**config.mk**
```make
export PLATFORM = sky130hd
export DESIGN_NAME = mult_pipe
export DESIGN_NICKNAME = d
export VERILOG_FILES = /design/src/rtl/mult_pipe.sv
export SDC_FILE = /design/constraint.sdc
export NUM_CORES = 1
export LEC_CHECK = 0
export CAP_MARGIN = 30
export CORE_UTILIZATION = 56
export CTS_CLUSTER_SIZE = 30
export DETAILED_ROUTE_END_ITERATION = 10
export PLACE_DENSITY = 0.84
export SKIP_LAST_GASP = 1
export SYNTH_ARGS = -nofsm -noshare
export SYNTH_HDL_FRONTEND = slang
export SYNTH_SLANG_ARGS = --single-unit
```
**constraint.sdc**
```tcl
create_clock -name clk -period 5.9 [get_ports clk]
set_clock_uncertainty 0.1 [all_clocks]
set_input_delay 0.59 -clock clk [delete_from_list [all_inputs] [get_ports clk]]
set_output_delay 0.59 -clock clk [all_outputs]
set_load 0.02 [all_outputs]
```
**src/rtl/mult_pipe.sv**
```systemverilog
// mult_pipe: multiplier result pipeline for the exec stage.
// Carries a result and its side information through DEPTH register stages to writeback,
// with per-stage valid tracking, global stall, flush and a registered occupancy count.
// Optional hazard-query comparators are compiled in when MULT_PIPE_HAZARD_EN is defined;
// otherwise query_reg is ignored and query_hit is tied low.
module mult_pipe #(
   parameter int unsigned DEPTH  = 4,
   parameter int unsigned DATA_W = 32,
   parameter int unsigned ADDR_W = 5,
   localparam int unsigned OCC_W = $clog2(DEPTH + 1)
) (
   input  logic              clk,
   input  logic              rst_n,
   input  logic              in_valid,
   input  logic              in_regwrite,
   input  logic [ADDR_W-1:0] in_wreg,
   input  logic [DATA_W-1:0] in_result,
   input  logic              in_zero,
   input  logic              in_overflow,
   input  logic              stall,
   input  logic              flush,
   output logic              out_valid,
   output logic              out_regwrite,
   output logic [ADDR_W-1:0] out_wreg,
   output logic [DATA_W-1:0] out_result,
   output logic              out_zero,
   output logic              out_overflow,
   output logic [OCC_W-1:0]  occupancy,
   input  logic [ADDR_W-1:0] query_reg,
   output logic              query_hit
);

   logic [DEPTH-1:0]             valid_q;
   logic [DEPTH-1:0]             regwrite_q;
   logic [DEPTH-1:0][ADDR_W-1:0] wreg_q;
   logic [DEPTH-1:0][DATA_W-1:0] result_q;
   logic [DEPTH-1:0]             zero_q;
   logic [DEPTH-1:0]             overflow_q;
   logic [OCC_W-1:0]             occ_q;
   logic [OCC_W-1:0]             occ_d;

   // Next occupancy on advance; subtract before add so the sum never exceeds DEPTH.
   always_comb begin
      occ_d = occ_q - OCC_W'(valid_q[DEPTH-1]) + OCC_W'(in_valid);
   end

   // Stage registers: reset, then flush, then stall, then advance.
   always_ff @(posedge clk) begin
      if (!rst_n) begin
         valid_q    <= '0;
         regwrite_q <= '0;
         wreg_q     <= '0;
         result_q   <= '0;
         zero_q     <= '0;
         overflow_q <= '0;
         occ_q      <= '0;
      end else if (flush) begin
         // Data fields keep stale values; only liveness is killed.
         valid_q    <= '0;
         regwrite_q <= '0;
         occ_q      <= '0;
      end else if (!stall) begin
         valid_q[0]    <= in_valid;
         regwrite_q[0] <= in_regwrite;
         wreg_q[0]     <= in_wreg;
         result_q[0]   <= in_result;
         zero_q[0]     <= in_zero;
         overflow_q[0] <= in_overflow;
         for (int k = 1; k < DEPTH; k++) begin
            valid_q[k]    <= valid_q[k-1];
            regwrite_q[k] <= regwrite_q[k-1];
            wreg_q[k]     <= wreg_q[k-1];
            result_q[k]   <= result_q[k-1];
            zero_q[k]     <= zero_q[k-1];
            overflow_q[k] <= overflow_q[k-1];
         end
         occ_q <= occ_d;
      end
   end

   // Writeback view comes straight from last-stage flops.
   always_comb begin
      out_valid    = valid_q[DEPTH-1];
      out_regwrite = valid_q[DEPTH-1] & regwrite_q[DEPTH-1];
      out_wreg     = wreg_q[DEPTH-1];
      out_result   = result_q[DEPTH-1];
      out_zero     = zero_q[DEPTH-1];
      out_overflow = overflow_q[DEPTH-1];
      occupancy    = occ_q;
   end

`ifdef MULT_PIPE_HAZARD_EN
   logic any_hit;

   // Any live, writing stage (last stage included) targeting query_reg; r0 never hits.
   always_comb begin
      any_hit = 1'b0;
      for (int k = 0; k < DEPTH; k++) begin
         if (valid_q[k] && regwrite_q[k] && (wreg_q[k] == query_reg)) begin
            any_hit = 1'b1;
         end
      end
      query_hit = any_hit && (query_reg != '0);
   end
`else
   logic unused_query;

   // Hazard query not built: port kept, result tied low.
   always_comb begin
      unused_query = ^query_reg;
      query_hit    = 1'b0;
   end
`endif

endmodule

```
==> run summary <==
CLOCK TREE
-------------------------------------------------------------------------------------------------
Cells resized by post-CTS repair                                                                0
Count of buffers added by post-CTS timing repair for setup                                      0
Clk sinks                                                                                     167
TritonCTS clock tree                                                                         done
Clock transition at the registers of the reported paths                                   0.06 ns
Number of hold buffers added after cts                                                          0
Clk Tree Root Cell                                                                      clkbuf_16
Total CTS buffers                                                                              17
Max Buffers Root-to-Sink                                                                        2
Clock latency on the worst-skew pair                                                      0.41 ns
H-tree levels                                                                                   4

CRITICAL PATH
-------------------------------------------------------------------------------------------------
Endpoint of the lowest-slack register-to-register path                               occupancy[2]
Worst path depth                                                                                5
Data required, critical path                                                              6.14 ns
Crit-path max cell delay                                                                  0.95 ns
Register-to-Register Setup Slack                                                          3.81 ns
Number of cells on the worst reg-to-reg path                                                    9
Master of the slowest instance on the critical path                                  clkdlybuf4s50_1
CP top delay family                                                                  buffers and inverters
Critical Path End Type                                                                  flip-flop
Worst path cell trace                                                                clkdlybuf4s50_1 -> or2_4 -> buf_4 -> nand2_1 -> a21boi_1
Category of the most critical setup path                                                in -> reg
Critical Path Start Type                                                                input pin
Reg-to-reg startpoint                                                                occupancy[0]
End point of the critical path                                                       result_q[84]
Largest fanout of any net on the critical path                                                 96
Worst setup path start                                                                      stall
Number of buffers and inverters on the critical path                                            2
Critical path arrival                                                                     3.23 ns

FLOORPLAN
-------------------------------------------------------------------------------------------------
Standard cell core area                                                              0.0110 sq mm
Total Die Area                                                                       0.0120 sq mm
Number of top-level design ports                                                               95
X dimension of the die                                                                109 microns
Initial cell density of the core                                                            58.5%
Die Height                                                                            109 microns
Row count                                                                                      38

SYNTHESIS
-------------------------------------------------------------------------------------------------
Netlist area before placement                                                        0.00645 sq mm
Yosys warning total                                                                             0
Post-Synthesis Net Count                                                                      815
Number of distinct library cell variants in the gate-level netlist after synthesis             19
Post-Syn Instances                                                                            762
Number of storage elements in the synthesis netlist                                           167
Avg Inst Size Synth                                                                    8.47 sq um
Sequential element share of the synthesized area                                            51.8%

GLOBAL ROUTING
-------------------------------------------------------------------------------------------------
Pin count of the biggest net entering global routing                                           97
Congestion Overflow GR                                                                          0
Total GRT Usage                                                                             21.2%
First-pass GRT wire length                                                           20000 microns
Via count of the first global-routing pass                                                   4681
GRT met1 Usage                                                                              24.4%
Met3 Usage GRT                                                                              6.76%
Number of antenna violations at the first check in global routing                               0
Most used routing layer in global routing                                                    met2
Met2 usage in global routing                                                                37.5%

POWER
-------------------------------------------------------------------------------------------------
Worst VDD drop                                                                             228 uV
Pwr per Cell Area                                                                     316 mW/mm^2
Standby leakage power                                                                     2.69 nW

ROUTE
-------------------------------------------------------------------------------------------------
Total via count in the routed design                                                         4762
Remaining antenna violation count after routing                                                 0
Final routed wirelength across all metal layers                                      11700 microns
First-pass DRT Iterations                                                                       4
Number of DRC violations after detailed-routing iteration 0                                   251
Total DRC errors in the routed layout                                                           0
Routed WL per cell                                                                   12.5 microns
Drt via density                                                                              5.09

TIMING
-------------------------------------------------------------------------------------------------
Slew margin rel.                                                                            33.3%
Setup-violating endpoint count in the final report                                              0
Max Fclk                                                                                  335 MHz
Max-slew violation total from the final report                                                  0
Unrepaired setup endpoints after global routing                                                no
Setup tns final                                                                              0 ns
Shortest clock period the worst path allows after layout                                  2.99 ns
Measured slew at the worst slew-check pin                                                 1.00 ns
Final Cycle Share                                                                           50.7%
Number of endpoints with negative hold slack in the final report                                0

FINISH
-------------------------------------------------------------------------------------------------
Fin nets                                                                                      836
Post-Route Utilization                                                                      69.4%
Number of diodes                                                                                0
Number of fill cells                                                                          855
Most frequent cells in the layout                                                    nand2_1 (312), dfxtp_1 (167), a21boi_1 (156)
Most frequent standard cell in the layout excluding fill and tap cells                    nand2_1
Combined area of the multi-input logic cells                                         0.00258 sq mm
FF/Latch Area                                                                        0.00334 sq mm
Layout cell share with drive strength beyond 1                                              4.78%
Layout area overhead                                                                        18.6%

PLACED DESIGN
-------------------------------------------------------------------------------------------------
Routability congestion estimate                                                             0.713
Number of buffers added on ports                                                               88
DP Wirelength                                                                        7120 microns

MIN PATH
-------------------------------------------------------------------------------------------------
Path type of the worst min-delay path                                                  reg -> reg
Startpoint of the lowest-slack hold path                                             result_q[94]
Hold Path Depth                                                                                 2

RUN
-------------------------------------------------------------------------------------------------
Number of max-cap violations                                                                    0

STATUS
-------------------------------------------------------------------------------------------------
Run status                                                                           finished, final reports clean

## worst register-to-register path: stages (launching register included)
cell and delay (ns):
dfxtp_1 0.35, inv_1 0.05, ha_1 0.27, inv_1 0.06, ha_1 0.14, inv_1 0.05, fa_1 0.39, xnor2_1 0.15
or3_1 0.31, a21oi_1 0.15
## stage by stage
step	hold slack, ns	area [sq um]	power, W	instances	worst slack (ns)
CTS	0.346	7660	0.00244	935	2.92
floorplan	0.331	6450	0.00126	762	3.84
global placement	0.335	7030	0.00130	904	2.59
detailed placement	0.342	7030	0.00130	904	2.50
global route	0.365	7660	0.00250	935	2.72
finish	0.346	7660	0.00242	935	2.91
## layout make-up
| cell class | count | area share (%) |
|---|---|---|
| Sequential cell | 167 | 43.7 |
| Multi-Input combinational cell | 501 | 33.8 |
| Timing Repair Buffer | 93 | 12.0 |
| Clock buffer | 24 | 6.68 |
| Tap cell | 140 | 2.29 |
| Clock inverter | 7 | 1.50 |
| Inverter | 3 | 0.147 |
## cell families after synthesis
kind of cell	Yosys count	synth area share (%)
AND/OR/NAND/NOR	328	19.2
flip-flops	167	51.8
AO/OA/AOI/OAI	159	18.4
buffers and inverters	94	8.32
multiplexers	9	1.40
adder cells (fa/ha/maj)	3	0.698
other	1	0.0581
XOR/XNOR	1	0.136
## Yosys cell counts (all sizes together)
master,number,area [sq um]
nand2,312,1170
dfxtp,167,3340
a21boi,156,1170
buf,71,450
clkbuf,20,75.1
nor2,12,45.0
mux2i,9,90.1
inv,3,11.3
a21oi,2,10.0
ha,2,25.0
and2,1,6.26
conb,1,3.75
fa,1,20.0
nand2b,1,6.26
o21ai,1,5.00
or2,1,6.26
or3,1,6.26
xnor2,1,8.76
## how the worst min path moves through the flow
stage | end
after floorplan | out_result[0]
after global placement | wreg_q[14]
after detailed placement | out_result[11]
after CTS | out_result[30]
after global routing | out_result[22]
final | out_result[30]
## layer usage
layer,share of wire (%),vias to the layer above
li1,-,2434
met2,50,87
met1,45,2234
met5,0,-
met4,0.57,0
met3,4.5,7
## sequential cells by signal, summed over array words and instances (netlist names)
register,flops
occupancy,3
out_result,32
out_wreg,5
wreg_q,15
valid_q,4
result_q,96
overflow_q,4
zero_q,4
regwrite_q,4
## power by group
group	total, W	switching (W)	internal (W)
combinational	0.000123	0.0000649	0.0000577
clock	0.00114	0.000412	0.000730
sequential	0.00116	0.00000953	0.00115
total	0.00242	0.000486	0.00193
Note: power is estimated with default switching activity, not from simulation.
